[src/rtl/spi_slave_pkg.sv]
// Shared types and helpers for the SPI slave core.
package spi_slave_pkg;

  typedef enum logic {
    IDLE   = 1'b0,
    ACTIVE = 1'b1
  } state_e;

  // Returns 1 when the sample edge is the rising SCLK edge.
  // The sample edge is leading for CPHA=0 and trailing for CPHA=1.
  // For CPOL=0 the leading edge rises; for CPOL=1 it falls.
  function automatic logic sample_on_rise(input logic cpol, input logic cpha);
    return cpol == cpha;
  endfunction

  // Width of a counter that must hold 0..dw inclusive.
  function automatic int cnt_w(input int dw);
    return $clog2(dw + 1);
  endfunction

endpackage

[src/rtl/spi_slave_core_sync_edge.sv]
// Multi-flop synchronizer followed by a change detector.
// lvl_o is the synchronized level. chg_o strobes for one cycle when that level
// toggles. Rise is lvl_o & chg_o, and fall is ~lvl_o & chg_o.
module spi_sync_edge #(
  parameter int   STAGES  = 2,
  parameter logic RST_VAL = 1'b0
) (
  input  logic clk_i,
  input  logic rst_i,
  input  logic d_i,
  output logic lvl_o,
  output logic chg_o
);

  logic [STAGES-1:0] sync_q, sync_d;
  logic              prev_q, prev_d;

  // Shift the raw pin into the chain; remember last synchronized level
  always_comb begin
    sync_d = {sync_q[STAGES-2:0], d_i};
    prev_d = sync_q[STAGES-1];
  end

  // Chain and edge flop reset to the idle level so reset makes no edge
  always_ff @(posedge clk_i) begin
    if (rst_i) begin
      sync_q <= {STAGES{RST_VAL}};
      prev_q <= RST_VAL;
    end else begin
      sync_q <= sync_d;
      prev_q <= prev_d;
    end
  end

  assign lvl_o = sync_q[STAGES-1];
  assign chg_o = sync_q[STAGES-1] ^ prev_q;

endmodule

[src/rtl/spi_slave_core.sv]
// SPI slave core. It oversamples SCLK, CS and MOSI using clk_i and supports all
// CPOL/CPHA modes. It can send several words back to back within one CS frame.
// Define SPI_SLAVE_ERR_CNT_EN to add saturating underrun and overrun counters.
module spi_slave_core
  import spi_slave_pkg::*;
#(
  parameter int                DATA_W        = 8,
  parameter int                CPOL          = 0,
  parameter int                CPHA          = 0,
  parameter int                MSB_FIRST     = 1,
  parameter int                SYNC_STAGES   = 2,
  parameter logic [DATA_W-1:0] UNDERRUN_WORD = '1
) (
  input  logic              clk_i,
  input  logic              rst_i,
  input  logic              spi_clk_i,
  input  logic              spi_cs_i,
  input  logic              spi_mosi_i,
  output logic              spi_miso_o,
  input  logic [DATA_W-1:0] tx_data_i,
  input  logic              tx_valid_i,
  output logic              tx_ready_o,
  output logic [DATA_W-1:0] rx_data_o,
  output logic              rx_valid_o,
  input  logic              rx_ready_i,
  output logic              busy_o,
  output logic              underrun_o,
  output logic              overrun_o
`ifdef SPI_SLAVE_ERR_CNT_EN
  ,
  output logic [7:0]        err_underrun_cnt_o,
  output logic [7:0]        err_overrun_cnt_o
`endif
);

  localparam int   CNT_W       = cnt_w(DATA_W);
  localparam logic SAMPLE_RISE = sample_on_rise(CPOL != 0, CPHA != 0);
  localparam logic SCLK_IDLE   = (CPOL != 0);

  logic sclk_lvl, sclk_chg, cs_lvl, cs_chg;
  logic sample_evt, shift_evt, cs_fall, cs_rise;

  spi_sync_edge #(.STAGES(SYNC_STAGES), .RST_VAL(SCLK_IDLE)) u_sclk_sync (
    .clk_i(clk_i), .rst_i(rst_i), .d_i(spi_clk_i), .lvl_o(sclk_lvl), .chg_o(sclk_chg)
  );

  spi_sync_edge #(.STAGES(SYNC_STAGES), .RST_VAL(1'b1)) u_cs_sync (
    .clk_i(clk_i), .rst_i(rst_i), .d_i(spi_cs_i), .lvl_o(cs_lvl), .chg_o(cs_chg)
  );

  assign sample_evt = sclk_chg & (sclk_lvl == SAMPLE_RISE);
  assign shift_evt  = sclk_chg & (sclk_lvl != SAMPLE_RISE);
  assign cs_fall    = cs_chg & ~cs_lvl;
  assign cs_rise    = cs_chg &  cs_lvl;

  state_e                 state_q, state_d;
  logic [CNT_W-1:0]       bit_cnt_q, bit_cnt_d;
  logic [DATA_W-1:0]      tx_shreg_q, tx_shreg_d;
  logic [DATA_W-1:0]      rx_shreg_q, rx_shreg_d;
  logic [DATA_W-1:0]      rx_data_q, rx_data_d;
  logic                   rx_valid_q, rx_valid_d;
  logic                   miso_q, miso_d;
  logic                   underrun_q, underrun_d;
  logic                   overrun_q, overrun_d;
  logic [SYNC_STAGES-1:0] mosi_sync_q, mosi_sync_d;
  // After reset, the CS chain holds the idle value until the real pin level
  // reaches it. A CS that is already low at reset would therefore look like a
  // fresh falling edge. Frames are accepted only after the chain is flushed and
  // CS has been seen high.
  logic [SYNC_STAGES:0]   flush_q, flush_d;
  logic                   armed_q, armed_d;
  logic                   load;
  logic                   mosi_lvl;

  assign mosi_lvl = mosi_sync_q[SYNC_STAGES-1];

  // Next-state, shift-register and handshake logic
  always_comb begin
    state_d     = state_q;
    bit_cnt_d   = bit_cnt_q;
    tx_shreg_d  = tx_shreg_q;
    rx_shreg_d  = rx_shreg_q;
    rx_data_d   = rx_data_q;
    rx_valid_d  = rx_valid_q & ~rx_ready_i;
    underrun_d  = 1'b0;
    overrun_d   = 1'b0;
    load        = 1'b0;
    mosi_sync_d = {mosi_sync_q[SYNC_STAGES-2:0], spi_mosi_i};
    flush_d     = {flush_q[SYNC_STAGES-1:0], 1'b1};
    armed_d     = armed_q | (flush_q[SYNC_STAGES] & cs_lvl);

    unique case (state_q)
      IDLE: begin
        if (cs_fall && armed_q) begin
          state_d = ACTIVE;
          load    = 1'b1;
        end
      end
      ACTIVE: begin
        if (cs_rise) begin
          // Abort: the partial word and any loaded tx word are dropped
          state_d   = IDLE;
          bit_cnt_d = '0;
        end else if (sample_evt) begin
          if (MSB_FIRST != 0) rx_shreg_d = {rx_shreg_q[DATA_W-2:0], mosi_lvl};
          else                rx_shreg_d = {mosi_lvl, rx_shreg_q[DATA_W-1:1]};
          if (bit_cnt_q == CNT_W'(DATA_W - 1)) begin
            rx_data_d  = rx_shreg_d;
            rx_valid_d = 1'b1;
            overrun_d  = rx_valid_q & ~rx_ready_i;
            load       = 1'b1;
          end else begin
            bit_cnt_d = bit_cnt_q + 1'b1;
          end
        end else if (shift_evt && bit_cnt_q != '0) begin
          // bit_cnt==0 means a fresh word whose first bit must stay presented
          if (MSB_FIRST != 0) tx_shreg_d = {tx_shreg_q[DATA_W-2:0], 1'b0};
          else                tx_shreg_d = {1'b0, tx_shreg_q[DATA_W-1:1]};
        end
      end
      default: state_d = IDLE;
    endcase

    if (load) begin
      bit_cnt_d = '0;
      if (tx_valid_i) begin
        tx_shreg_d = tx_data_i;
      end else begin
        tx_shreg_d = UNDERRUN_WORD;
        underrun_d = 1'b1;
      end
    end

    if (state_d == ACTIVE) miso_d = (MSB_FIRST != 0) ? tx_shreg_d[DATA_W-1] : tx_shreg_d[0];
    else                   miso_d = 1'b0;
  end

  // State and datapath registers
  always_ff @(posedge clk_i) begin
    if (rst_i) begin
      state_q     <= IDLE;
      bit_cnt_q   <= '0;
      tx_shreg_q  <= '0;
      rx_shreg_q  <= '0;
      rx_data_q   <= '0;
      rx_valid_q  <= 1'b0;
      miso_q      <= 1'b0;
      underrun_q  <= 1'b0;
      overrun_q   <= 1'b0;
      mosi_sync_q <= '0;
      flush_q     <= '0;
      armed_q     <= 1'b0;
    end else begin
      state_q     <= state_d;
      bit_cnt_q   <= bit_cnt_d;
      tx_shreg_q  <= tx_shreg_d;
      rx_shreg_q  <= rx_shreg_d;
      rx_data_q   <= rx_data_d;
      rx_valid_q  <= rx_valid_d;
      miso_q      <= miso_d;
      underrun_q  <= underrun_d;
      overrun_q   <= overrun_d;
      mosi_sync_q <= mosi_sync_d;
      flush_q     <= flush_d;
      armed_q     <= armed_d;
    end
  end

  assign spi_miso_o = miso_q;
  assign tx_ready_o = load & ~rst_i;
  assign rx_data_o  = rx_data_q;
  assign rx_valid_o = rx_valid_q;
  assign busy_o     = (state_q == ACTIVE);
  assign underrun_o = underrun_q;
  assign overrun_o  = overrun_q;

`ifdef SPI_SLAVE_ERR_CNT_EN
  logic [7:0] err_un_q, err_un_d, err_ov_q, err_ov_d;

  // Saturating error counters driven by the registered pulses
  always_comb begin
    err_un_d = err_un_q;
    err_ov_d = err_ov_q;
    if (underrun_q && err_un_q != 8'hFF) err_un_d = err_un_q + 8'd1;
    if (overrun_q  && err_ov_q != 8'hFF) err_ov_d = err_ov_q + 8'd1;
  end

  // Counter registers
  always_ff @(posedge clk_i) begin
    if (rst_i) begin
      err_un_q <= '0;
      err_ov_q <= '0;
    end else begin
      err_un_q <= err_un_d;
      err_ov_q <= err_ov_d;
    end
  end

  assign err_underrun_cnt_o = err_un_q;
  assign err_overrun_cnt_o  = err_ov_q;
`endif

endmodule

[config.mk]
export PLATFORM = sky130hd
export DESIGN_NAME = spi_slave_core
export DESIGN_NICKNAME = d
export VERILOG_FILES = /design/src/rtl/spi_slave_pkg.sv /design/src/rtl/spi_slave_core_sync_edge.sv /design/src/rtl/spi_slave_core.sv
export SDC_FILE = /design/constraint.sdc
export NUM_CORES = 1
export LEC_CHECK = 0
export CAP_MARGIN = 15
export CELL_PAD_IN_SITES_DETAIL_PLACEMENT = 0
export CELL_PAD_IN_SITES_GLOBAL_PLACEMENT = 1
export CORE_ASPECT_RATIO = 1.1
export CORE_MARGIN = 2
export CORE_UTILIZATION = 25
export DETAILED_ROUTE_END_ITERATION = 8
export GPL_ROUTABILITY_DRIVEN = 0
export PLACE_DENSITY = 0.57
export SLEW_MARGIN = 25
export SYNTH_ARGS = -nofsm -noshare
export SYNTH_HDL_FRONTEND = slang
export SYNTH_SLANG_ARGS = --single-unit
[constraint.sdc]
create_clock -name clk_i -period 1.55 [get_ports clk_i]
set_input_delay 0.155 -clock clk_i [delete_from_list [all_inputs] [get_ports clk_i]]
set_output_delay 0.155 -clock clk_i [all_outputs]
set_load 0.005 [all_outputs]
Word level (Yosys, flattened, before mapping):

Cells that the tools add are included.

* bits in writable memories: 0
* output and inout bits: 14
* logic and storage cells: 79
* bits of input ports: 15
* register bits: 44
* memories kept: 0
* latch bits: 0
* memory bits (read-only): 0

* add/subtract/negate cells: 1
* $lt $le $gt $ge: 0
* equality and inequality tests: 4
* shift operators: 0
* reduce and logical (&&, ||, !) cells: 14
* multiply operators: 0
* bitwise logic cells: 20
* div/mod/pow operators: 0
* multiplexer cells: 22

Operators by type and width (count)
* $mux 8: 6
* $mux 4: 3
* $mux 1: 11
* $not 1->1: 10
* $reduce_and 4->1: 2
* $and 1x1->1: 7
* $reduce_and 3->1: 2
* $reduce_bool 2->1: 3
* $reduce_or 2->1: 3
* $reduce_or 5->1: 1
* $add 4x1->4 const B: 1
* $eq 4x3->1 const B: 1
* $ne 2x1->1 const B: 2
* $pmux 1 s2: 2
* $reduce_bool 4->1: 1
* $logic_and 1x1->1: 2
* $ne 2x2->1 const B: 1
* $xor 1x1->1: 2
* $or 1x1->1: 1

Longest topological paths before layout:

Gate-level depths: netlist (run 1).

* word-level depth: 8
* gate-level depth with buffers: 6
* depth with buffers taken out: 6

Hierarchy:

From an unflattened synthesis (run 1), not the netlist that was laid out.

* cell total of the unflattened synthesis: 171
* area total of the unflattened synthesis: 1729.2 sq um

By module, submodules not included
* spi_slave_core: area an instance 1554.0 sq um, cells an instance 157, seq. area each 760.7 sq um, times used 1
* spi_sync_edge: area an instance 87.6 sq um, cells an instance 7, seq. area each 60.1 sq um, times used 2

Worst setup path after synthesis (run 1):

No wires, ideal clock.

* path kind: flip-flop to flip-flop
* start: register bit_cnt_q[0]
* end: register tx_shreg_q[0]
* clock period less this slack: 1.501 ns
* data arrival time: 1.367 ns
* data required time: 1.416 ns
* cell stages (with the launch flop): 7
* path slack: 0.049 ns
* path buffers: 1
* library setup time: 0.134 ns
* cells stage by stage: dfxtp_1 > ha_1 > nand3b_1 > o31a_1 > buf_4 > nor3b_1 > a211oi_1

* cells in the longest elaborated chain, start to end: 7
* elaborated cells on any way between the ends: 13
* classes of those cells: 3 x eq/ne; 5 x mux; 5 x reduce/logical

Ends and longest elaborated chain
* from (decl): RTL line spi_slave_core.sv:57 `logic [CNT_W-1:0] bit_cnt_q, bit_cnt_d;`
* from (signal assigned): RTL line spi_slave_core.sv:155 `bit_cnt_q <= bit_cnt_d;`
* $eq 4x3->1: RTL line spi_slave_core.sv:107 `if (bit_cnt_q == CNT_W'(DATA_W - 1)) begin`
* $mux 1: RTL line spi_slave_core.sv:107
* $mux 1: RTL line spi_slave_core.sv:104 `end else if (sample_evt) begin`
* $mux 1: RTL line spi_slave_core.sv:100 `if (cs_rise) begin`
* $pmux 1 s2: RTL line spi_slave_core.sv:92 `unique case (state_q)`
* $ne 2x1->1 (no line) or $reduce_bool 2->1 (tied branches)
* $reduce_and 4->1 (no line)
* to (signal assigned): RTL line spi_slave_core.sv:156 `tx_shreg_q <= tx_shreg_d;`
* to (decl): RTL line spi_slave_core.sv:58 `logic [DATA_W-1:0] tx_shreg_q, tx_shreg_d;`

Parallel ways exist; a longest one is shown, timed or not.
A chain may end at the register's enable or synchronous reset.

Worst setup path in the final report (run 1):

* start: register bit_cnt_q[0]
* end: register tx_shreg_q[7]

* cells in the longest elaborated chain, start to end: 7
* elaborated cells on any way between the ends: 12
* classes of those cells: 1 x eq/ne; 9 x mux; 2 x reduce/logical

Ends and longest elaborated chain
* parallel branches: the longest is 6 deep, another holds $eq 4x3->1
* $mux 8 (*): RTL line spi_slave_core.sv:124 `if (load) begin`

Every way passes the cells marked *. The select of a mux whose other input is x is not followed.

==> results.txt, run 1 <==
slowest CP cell: or3b_4
Slew HR: 0.831
Core Rows: 31
FF-to-FF End: tx_shreg_q[7]
Post-synth top cells: dfxtp_1, nand2_1, a21oi_1
critical path buffer and inverter count: 2
hold_ws: 415 ps
Worst Hold Depth: 2
Initial Utilization: 0.257
Achievable Freq: 0.604 GHz
total CTS buffers: 5
hold buffer count at cts: 0
final wirelength: 3.58 mm
HP Start: spi_mosi_i
Synth Area per Inst: 9.49 um^2
layout cells sized above 1: 0.217
final setup vio count: 8
Fillers: 687
VDD IR max: 0.342 mV
overall die width: 82.6 um
Final #Nets: 242
CTS tree: done
Final period util: 1.07
overall die height: 90.4 um
ant diodes: 0
sequential power share: 0.584
FFs w/ async S/R, synth: 0
CP Capture Type: register
Worst Skew: 7.36 ps
grt ovf: 0
max-cap viol count: 0
Area Overhead vs Synth: 39.6%
Logic pwr share: 0.050
crit-path max cell delay: 370 ps
number of routed nets with antenna violations: 0
RSZ-0062 raised after global routing: true
R2R Setup Slk: -100 ps
Pwr Density: 833 nW/um^2
outcome: complete, but fails checks
final setup margin: -105 ps
synth top area cells: dfxtp_1, nand2_1, a21oi_1
pins over their slew limit: 0
number of clock sinks: 44
per-cell routed wire length: 11.6 um
Detailed Routing Iterations Pass 1: 4
P_sw: 0.406 mW
Tmin final: 1650 ps
largest net degree at the start of global routing: 42
Post-Synthesis Cells: 179
Critical Path RT: 1720 ps
GRT Total Usage: 0.0999
Worst Path Arrival: 1820 ps
Clock Power Share: 0.367
initial antenna violation count: 0
leading register cell type out of synthesis: dfxtp_1
Max Fanout on Critical Path: 8
CTS Root Buffer Type: clkbuf_8
die area: 7470 um^2
CTS H-tree depth: 2
IO Pins: 29
Iter 0 DRT Violations: 80
leakage dissipation: 0.879 nW
vias post-DR: 1373
hpwl dp: 2.37 mm
syn nets: 196
worst-path cell chain: buf_6 -> inv_4 -> ha_4 -> or3b_4 -> nand4_4 -> mux2i_4 -> a211oi_2
DRC errors left: 0
vias in the first global route: 1241
synthesized area: 1700 um^2
core area: 6590 um^2
Worst R2R Start: bit_cnt_q[0]
library cells used by synthesis: 35
Skew-Pair Late Insertion Delay: 290 ps
cell with the most instances after synthesis: dfxtp_1
R2R cell count: 7
Hold Path Class: input pin to register
Warnings, synthesis: 0
Hold Path End: mosi_sync_q[0]
Design Power: 1.97 mW
cell internal pwr: 1.57 mW
clk buf depth: 2
failing checks: setup timing
cell family with most CP delay: simple AND/OR/NAND/NOR gates
mean number of vias per cell: 4.46
post-synth top area cell: dfxtp_1
first-pass GRT wire length: 5.76 mm
post-synthesis sequential area ratio: 0.519
Worst-Margin Slew: 253 ps
Worst Setup Path Type: register to register
CP Launch Type: register
number of synthesized flops with an enable pin: 0
Clock Pin Slew Worst Setup and Hold Paths: 80 ps
final hold vios: 0
post-synthesis register bit count: 44
Net Sw Frac: 0.206
post-synth top area share: 0.519
IO buf count: 28
-- per-layer routing --
metal / global-route usage / up-vias / share of wire
met5: 0 / - / 0
met4: 0.0423 / 0 / 0.016
met3: 0.0360 / 6 / 0.048
met2: 0.145 / 26 / 0.46
met1: 0.132 / 632 / 0.48
li1: - / 709 / -
-- sequential cells by signal (all words and copies together) (netlist names) --
| name | count |
|---|---|
| tx_shreg_q | 8 |
| flush_q | 3 |
| u_sclk_sync.sync_q | 2 |
| underrun_o | 1 |
| u_cs_sync.sync_q | 2 |
| rx_data_o | 8 |
| armed_q | 1 |
| spi_miso_o | 1 |
| overrun_o | 1 |
| busy_o | 1 |
| u_sclk_sync.prev_q | 1 |
| u_cs_sync.prev_q | 1 |
| bit_cnt_q | 4 |
| rx_shreg_q | 7 |
| mosi_sync_q | 2 |
| rx_valid_o | 1 |
-- power groups by stage --
stage	Sequential [mW]	Combinational (mW)	Clock (mW)
after floorplan	1.18	0.0392	0
after global placement	1.18	0.0989	0
after detailed placement	1.18	0.0975	0
after CTS	1.15	0.0980	0.769
after global routing	1.15	0.107	0.819
final	1.15	0.0978	0.724
-- kinds of logic (layout without fill, tap and decap cells) --
family                     count (synthesis)  in the layout  share of synthesized area
buffers and inverters                     14             61                     0.0346
adders and majority gates                  2              2                     0.0147
xor gates and xnor gates                   2              2                     0.0103
and+or+nand+nor                           73             73                      0.251
DFF                                       44             44                      0.519
AOI/OAI and AO/OA                         37             37                      0.129
muxes                                      7              7                     0.0413
-- stage by stage --
| stage | setup slack [ps] | TNS (ps) | util | cell area, um^2 | cells |
|---|---|---|---|---|---|
| after floorplan | 49.2 | 0 | - | 1700 | 179 |
| after global placement | -99.9 | -425 | 0.334 | 2200 | 299 |
| after detailed placement | -128 | -519 | 0.334 | 2200 | 299 |
| after CTS | -51.0 | -126 | 0.351 | 2310 | 308 |
| after global routing | -160 | -1060 | 0.359 | 2370 | 308 |
| final | -105 | -359 | 0.359 | 2370 | 308 |
-- cells in the final DEF (no fill, tap or decap), types with 6 or more instances in the layout --
cell | netlist | routed
a211oi_1 | 9 | 6
a21oi_1 | 17 | 17
buf_4 | 1 | 18
clkbuf_8 | 0 | 6
clkdlybuf4s50_1 | 0 | 27
dfxtp_1 | 44 | 41
nand2_1 | 28 | 28
nor2b_1 | 8 | 8
nor3_1 | 6 | 6
nor3b_1 | 8 | 7
o21ai_0 | 7 | 7
-- how the worst max path moves through the flow --
| stage | start | endpoint | slack (ps) | cells after the start |
|---|---|---|---|---|
| after floorplan | bit_cnt_q[0] | tx_shreg_q[0] | 50 | 6 |
| after global routing | bit_cnt_q[1] | tx_shreg_q[7] | -160 | 7 |
| after CTS | bit_cnt_q[0] | tx_shreg_q[7] | -50 | 7 |
| after detailed placement | bit_cnt_q[0] | tx_ready_o | -130 | 5 |
| final | bit_cnt_q[0] | tx_shreg_q[7] | -100 | 7 |
| after global placement | bit_cnt_q[0] | tx_ready_o | -100 | 5 |
-- area by class of cell --
| type | instances | area, um^2 | area share |
|---|---|---|---|
| Sequential cell | 44 | 885 | 0.373 |
| Multi-Input combinational cell | 121 | 820 | 0.346 |
| Timing Repair Buffer | 49 | 453 | 0.191 |
| Tap cell | 82 | 103 | 0.0433 |
| Clock buffer | 8 | 90.1 | 0.0380 |
| Inverter | 4 | 20.0 | 0.00845 |
-- timing repair --
action,in CTS,in global routing
hold endpoints to repair,0,0
gates resized for setup,12,12
setup buffers,1,0
pin swaps,6,8
endpoints found under the setup margin,10,11
cloned,0,0
No activity file was read; power rests on OpenSTA's default activity.
==> run 2, diff against run 1 <==
--- a/config.mk
+++ b/config.mk
@@ -15,4 +15,4 @@
 export GPL_ROUTABILITY_DRIVEN = 0
-export PLACE_DENSITY = 0.57
-export SLEW_MARGIN = 25
+export PLACE_DENSITY = 0.55
+export SLEW_MARGIN = 0
 export SYNTH_ARGS = -nofsm -noshare
==> constraint.sdc (replaced) <==
create_clock -name clk_i -period 1.72 [get_ports clk_i]
set_input_delay 0.172 -clock clk_i [delete_from_list [all_inputs] [get_ports clk_i]]
set_output_delay 0.172 -clock clk_i [all_outputs]
set_load 0.1 [all_outputs]
==> results.txt, run 2 (synthesized netlist as in run 1, its figures left out) <==
first-pass GRT wire length: 6.04 mm (+4.8%)
hold_ws: 411 ps (-4.22 ps)
vias post-DR: 1365 (-0.58%)
max-cap viol count: 0 (unchanged)
Clock Pin Slew Worst Setup and Hold Paths: 80 ps (about the same)
number of routed nets with antenna violations: 0 (unchanged)
GR peak layer: met2
Max Fanout on Critical Path: 8 (unchanged)
Detailed Routing Iterations Pass 1: 4 (unchanged)
DRC errors left: 0 (unchanged)
grt ovf: 0 (unchanged)
CP Capture Type: register
Hold Path Class: register to register
met1 usage: 0.137 (+0.00487)
Worst Setup Path Type: register to register
number of clock sinks: 44 (unchanged)
final hold vios: 0 (unchanged)
Iter 0 DRT Violations: 36 (-55%)
M2 GR Usage: 0.162 (+0.0168)
IO buf count: 28 (unchanged)
Worst Path Arrival: 1860 ps (+40 ps)
setup_tns: 0 ps (+359 ps)
Area Overhead vs Synth: 38.8%
final setup vio count: 0 (-8)
met3 Use GR: 0.0300 (-0.00600)
ant diodes: 0 (unchanged)
VDD IR max: 0.261 mV (-24%)
GRT Total Usage: 0.106 (+0.00582)
final wirelength: 3.70 mm (+3.4%)
die area: 7470 um^2 (unchanged)
most frequent cells in the layout: dfxtp_1, nand2_1, buf_4
leading cell type in the layout, fill and taps excluded: dfxtp_1
mean number of vias per cell: 4.52 (+1.4%)
pins over their slew limit: 0 (unchanged)
Final #Nets: 237 (-2.1%)
CTS tree: done
hpwl dp: 2.42 mm (+2.5%)
per-cell routed wire length: 12.3 um (+5.5%)
Worst-Margin Slew: 447 ps (+194 ps)
Tmin final: 1680 ps (+30.0 ps)
Worst Skew: 5.90 ps (-1.46 ps)
total CTS buffers: 5 (unchanged)
initial antenna violation count: 0 (unchanged)
core area: 6590 um^2 (unchanged)
Initial Utilization: 0.257 (unchanged)
CTS H-tree depth: 2 (unchanged)
clk buf depth: 2 (unchanged)
Pwr Density: 774 nW/um^2 (-7.2%)
Critical Path RT: 1900 ps (+180 ps)
CP Launch Type: register
Slew HR: 0.701 (-0.130)
Final Util: 0.357 (-0.00209)
Achievable Freq: 0.594 GHz (-1.8%)
Fillers: 707 (+2.9%)
leakage dissipation: 0.931 nW (+6.0%)
CTS Root Buffer Type: clkbuf_8
IO Pins: 29 (unchanged)
outcome: completed
vias in the first global route: 1257 (+1.3%)
Core Rows: 31 (unchanged)
overall die width: 82.6 um (unchanged)
largest net degree at the start of global routing: 43 (+2.4%)
RSZ-0062 raised after global routing: true
hold buffer count at cts: 0 (unchanged)
overall die height: 90.4 um (unchanged)
Final period util: 0.979 (-0.0880)
layout cells sized above 1: 0.268 (+0.0514)
Skew-Pair Late Insertion Delay: 290 ps (about the same)
## run 2: cell count changes in the layout (fill, tap and decap cells not counted), sizes merged
cell,change
buf,+8
clkdlybuf4s50,-13
clkbuf,-1
## run 2: layout make-up
cell class / count / area (um^2) / share of cell area
sequential: 44 / 891 / 0.378
clock buffer: 7 / 96.3 / 0.0409
multi-input combinational: 121 / 836 / 0.355
tap: 82 / 103 / 0.0435
inverter: 4 / 20.0 / 0.00850
timing repair buffer: 44 / 410 / 0.174
## run 2: timing repair
item	4_1_cts	5_1_grt
pin swaps	4	4
buffers inserted	3	1
gates resized for setup	6	15
setup endpoints to repair	3	7
## run 2: metrics by stage
stage | cells | worst slack [ps] | total power, mW | area, um^2
after CTS | 301 | -21.3 | 1.86 | 2290
after detailed placement | 291 | -3.06 | 1.15 | 2150
after floorplan | 179 | -85.0 | 1.10 | 1720
after global placement | 291 | 44.0 | 1.15 | 2150
final | 302 | 35.4 | 1.82 | 2360
after global routing | 302 | -16.9 | 1.90 | 2360
## run 2: worst max-delay path: stages, from the launching register on
cell,delay [ps]
dfxtp_4,360
buf_6,120
inv_4,50
ha_4,110
or3b_4,380
nand4_4,170
mux2i_4,290
a211oi_2,90
## run 2: final timing paths
| path | start | endpoint | slack, ps | cells past startpoint |
|---|---|---|---|---|
| worst max-delay path | bit_cnt_q[1] | tx_shreg_q[7] | 40 | 7 |
| worst min-delay path | u_cs_sync.sync_q[0] | u_cs_sync.sync_q[1] | 410 | 1 |
| worst max register to register | bit_cnt_q[1] | tx_shreg_q[7] | 40 | 7 |
| worst min register to register | u_cs_sync.sync_q[0] | u_cs_sync.sync_q[1] | 410 | 1 |
## run 2: power by group
part	internal [mW]	total (mW)	switching (mW)
Sequential	1.03	1.04	0.00717
Combinational	0.0515	0.0909	0.0394
Clock	0.358	0.695	0.337
Total	1.44	1.82	0.383
## run 2: routing by layer
metal,vias up,share of wire
li1,702,-
met1,635,0.46
met2,22,0.49
met3,6,0.036
met4,0,0.019
met5,-,0
==> run 3, diff against run 2 <==
Settings changed: PLACE_DENSITY 0.55 to 0.54, SYNTH_HIERARCHICAL set to 1.
==> results.txt, run 3 <==
outcome: completed
hold_ws: 418 ps (+7.25 ps)
Hold Path Class: register to register
final setup margin: 14.3 ps (-21.2 ps)
hpwl dp: 2.61 mm (+7.7%)
Core Rows: 31 (unchanged)
number of clock sinks: 44 (unchanged)
cell with the most instances after synthesis: dfxtp_1
final wirelength: 3.68 mm (-0.49%)
syn nets: 188 (-4.1%)
final hold vios: 0 (unchanged)
vias post-DR: 1343 (-1.6%)
Fillers: 666 (-5.8%)
leading register cell type out of synthesis: dfxtp_1
synthesized area: 1730 um^2 (+1.8%)
most frequent cells in the layout: dfxtp_1, buf_4, mux2i_1
first-pass GRT wire length: 5.95 mm (-1.4%)
Area Overhead vs Synth: 39.4%
Warnings, synthesis: 6 (+6)
Worst Path Arrival: 1910 ps (+50 ps)
CTS H-tree depth: 2 (unchanged)
max-cap viol count: 0 (unchanged)
total CTS buffers: 5 (unchanged)
CP Launch Type: register
clk buf depth: 2 (unchanged)
largest net degree at the start of global routing: 36 (-16%)
post-synthesis sequential area ratio: 0.509 (-0.00938)
Initial Utilization: 0.261 (+0.00321)
Synth Area per Inst: 10.1 um^2 (+6.6%)
leakage dissipation: 1.05 nW (+12%)
Hold Path End: u_cs_sync/sync_q[1]
Tmin final: 1710 ps (+21.2 ps)
Skew-Pair Late Insertion Delay: 290 ps (about the same)
post-synth top area share: 0.509 (-0.00938)
initial antenna violation count: 0 (unchanged)
CTS Root Buffer Type: clkbuf_8
Achievable Freq: 0.586 GHz (-1.2%)
number of routed nets with antenna violations: 0 (unchanged)
Worst-Margin Slew: 426 ps (-20.7 ps)
leading cell type in the layout, fill and taps excluded: dfxtp_1
Critical Path RT: 1920 ps (+20 ps)
pins over their slew limit: 0 (unchanged)
overall die height: 91.2 um (+0.87%)
CP Capture Type: register
layout cells sized above 1: 0.286 (+0.0182)
VDD IR max: 0.305 mV (+17%)
final setup vio count: 0 (unchanged)
die area: 7600 um^2 (+1.8%)
Clock Pin Slew Worst Setup and Hold Paths: 80 ps (about the same)
Final period util: 0.992 (+0.0123)
DRC errors left: 0 (unchanged)
Slew HR: 0.716 (+0.0149)
FFs w/ async S/R, synth: 0 (unchanged)
post-synth top area cell: dfxtp_1
post-synthesis register bit count: 44 (unchanged)
IO buf count: 28 (unchanged)
synth top area cells: dfxtp_1, mux2i_1, nor2_1
grt ovf: 0 (unchanged)
IO Pins: 29 (unchanged)
Worst R2R Start: u_cs_sync/prev_q
R2R Setup Slk: 10 ps (-20 ps)
ant diodes: 0 (unchanged)
Worst Hold Depth: 1 (unchanged)
library cells used by synthesis: 35 (unchanged)
Worst Skew: 8.86 ps (+2.96 ps)
Worst Setup Path Type: register to register
DP Worst Slack: -40.4 ps (-37.4 ps)
Final #Nets: 230 (-3.0%)
hold buffer count at cts: 0 (unchanged)
GRT Total Usage: 0.0971 (-0.00864)
RSZ-0062 raised after global routing: true
Post-Synthesis Cells: 171 (-4.5%)
Post-synth top cells: dfxtp_1, mux2i_1, nor2_1
overall die width: 83.3 um (+0.87%)
number of synthesized flops with an enable pin: 0 (unchanged)
Pwr Density: 827 nW/um^2 (+6.9%)
Iter 0 DRT Violations: 49 (+36%)
per-cell routed wire length: 12.5 um (+1.9%)
mean number of vias per cell: 4.55 (+0.72%)
R2R cell count: 5 (-2)
Detailed Routing Iterations Pass 1: 4 (unchanged)
vias in the first global route: 1263 (+0.48%)
core area: 6630 um^2 (+0.59%)
Max Fanout on Critical Path: 8 (unchanged)
FF-to-FF End: tx_shreg_q[6]
HP Start: u_cs_sync/sync_q[0]
CTS tree: done
==> run 3: changes by cell type after synthesis, moves of 4 or more <==
| cell | change |
|---|---|
| clkbuf_1 | -5 |
| a21oi_1 | -11 |
| nor3b_1 | -7 |
| a211oi_1 | -6 |
| nand2_1 | -22 |
| a221oi_1 | +6 |
| nor2_1 | +17 |
| inv_1 | +8 |
| mux2i_1 | +15 |
| o21ai_0 | -4 |
==> run 3: power breakdown <==
part / switching, mW / internal, mW / leakage [nW]
clock: 0.332 / 0.513 / 0.0624
sequential: 0.00794 / 1.03 / 0.359
combinational: 0.0504 / 0.0609 / 0.625
total: 0.390 / 1.60 / 1.05
==> run 3: per-layer routing <==
metal | routed length [um] | vias to the layer above | GRT usage
met5 | 0 | - | 0
met4 | 49 | 0 | 0.0478
met3 | 125 | 2 | 0.0309
met2 | 1840 | 21 | 0.157
met1 | 1670 | 647 | 0.116
li1 | - | 673 | -
==> run 3: worst max-delay path by stage <==
stage	startpoint	to	slack, ps	cells past startpoint
floorplan	u_sclk_sync/sync_q[1]	tx_ready_o	-50	5
global placement	u_cs_sync/prev_q	tx_shreg_q[5]	40	5
detailed placement	u_cs_sync/prev_q	tx_shreg_q[7]	-40	5
CTS	u_cs_sync/prev_q	tx_ready_o	-4	5
global route	u_cs_sync/sync_q[1]	tx_shreg_q[4]	-60	6
finish	u_cs_sync/prev_q	tx_shreg_q[6]	10	5
==> run 3: cell families after synthesis <==
kind of cell | after synthesis | share of synthesized area
AO/OA/AOI/OAI | 28 | 0.126
XOR/XNOR | 2 | 0.0101
adder cells (fa/ha/maj) | 2 | 0.0145
buffers and inverters | 20 | 0.0514
flip-flops | 44 | 0.509
multiplexers | 22 | 0.127
AND/OR/NAND/NOR | 53 | 0.161
==> run 3: final cells by class <==
type / instances / area (um^2) / share of cell area
clock buffer: 6 / 93.8 / 0.0389
clock inverter: 1 / 30.0 / 0.0125
inverter: 12 / 45.0 / 0.0187
multi-input combinational: 107 / 836 / 0.347
sequential: 44 / 895 / 0.371
tap: 82 / 103 / 0.0426
timing repair buffer: 43 / 408 / 0.169
==> run 3: critical path, stage by stage, from the launching register on <==
cell,delay (ps)
dfxtp_2,350
xor2_4,190
and2_1,160
a2111o_2,480
mux2i_2,200
a221oi_2,230
==> run 3: stage by stage <==
step	power, mW	TNS [ps]	utilization	instances	cell area (um^2)
after floorplan	1.11	-48.9	-	171	1750
after global placement	1.17	0	0.330	284	2190
after detailed placement	1.17	-142	0.330	284	2190
after CTS	2.03	-4.30	0.354	294	2350
after global routing	2.08	-430	0.363	295	2410
final	1.99	0	0.363	295	2410
==> run 3: timing repair <==
item                                    in CTS  in global routing
buffers inserted                             3                  1
pin swaps                                    6                  3
endpoints found under the setup margin       9                 10
gates resized for setup                      5                 13
gates cloned                                 0                  0
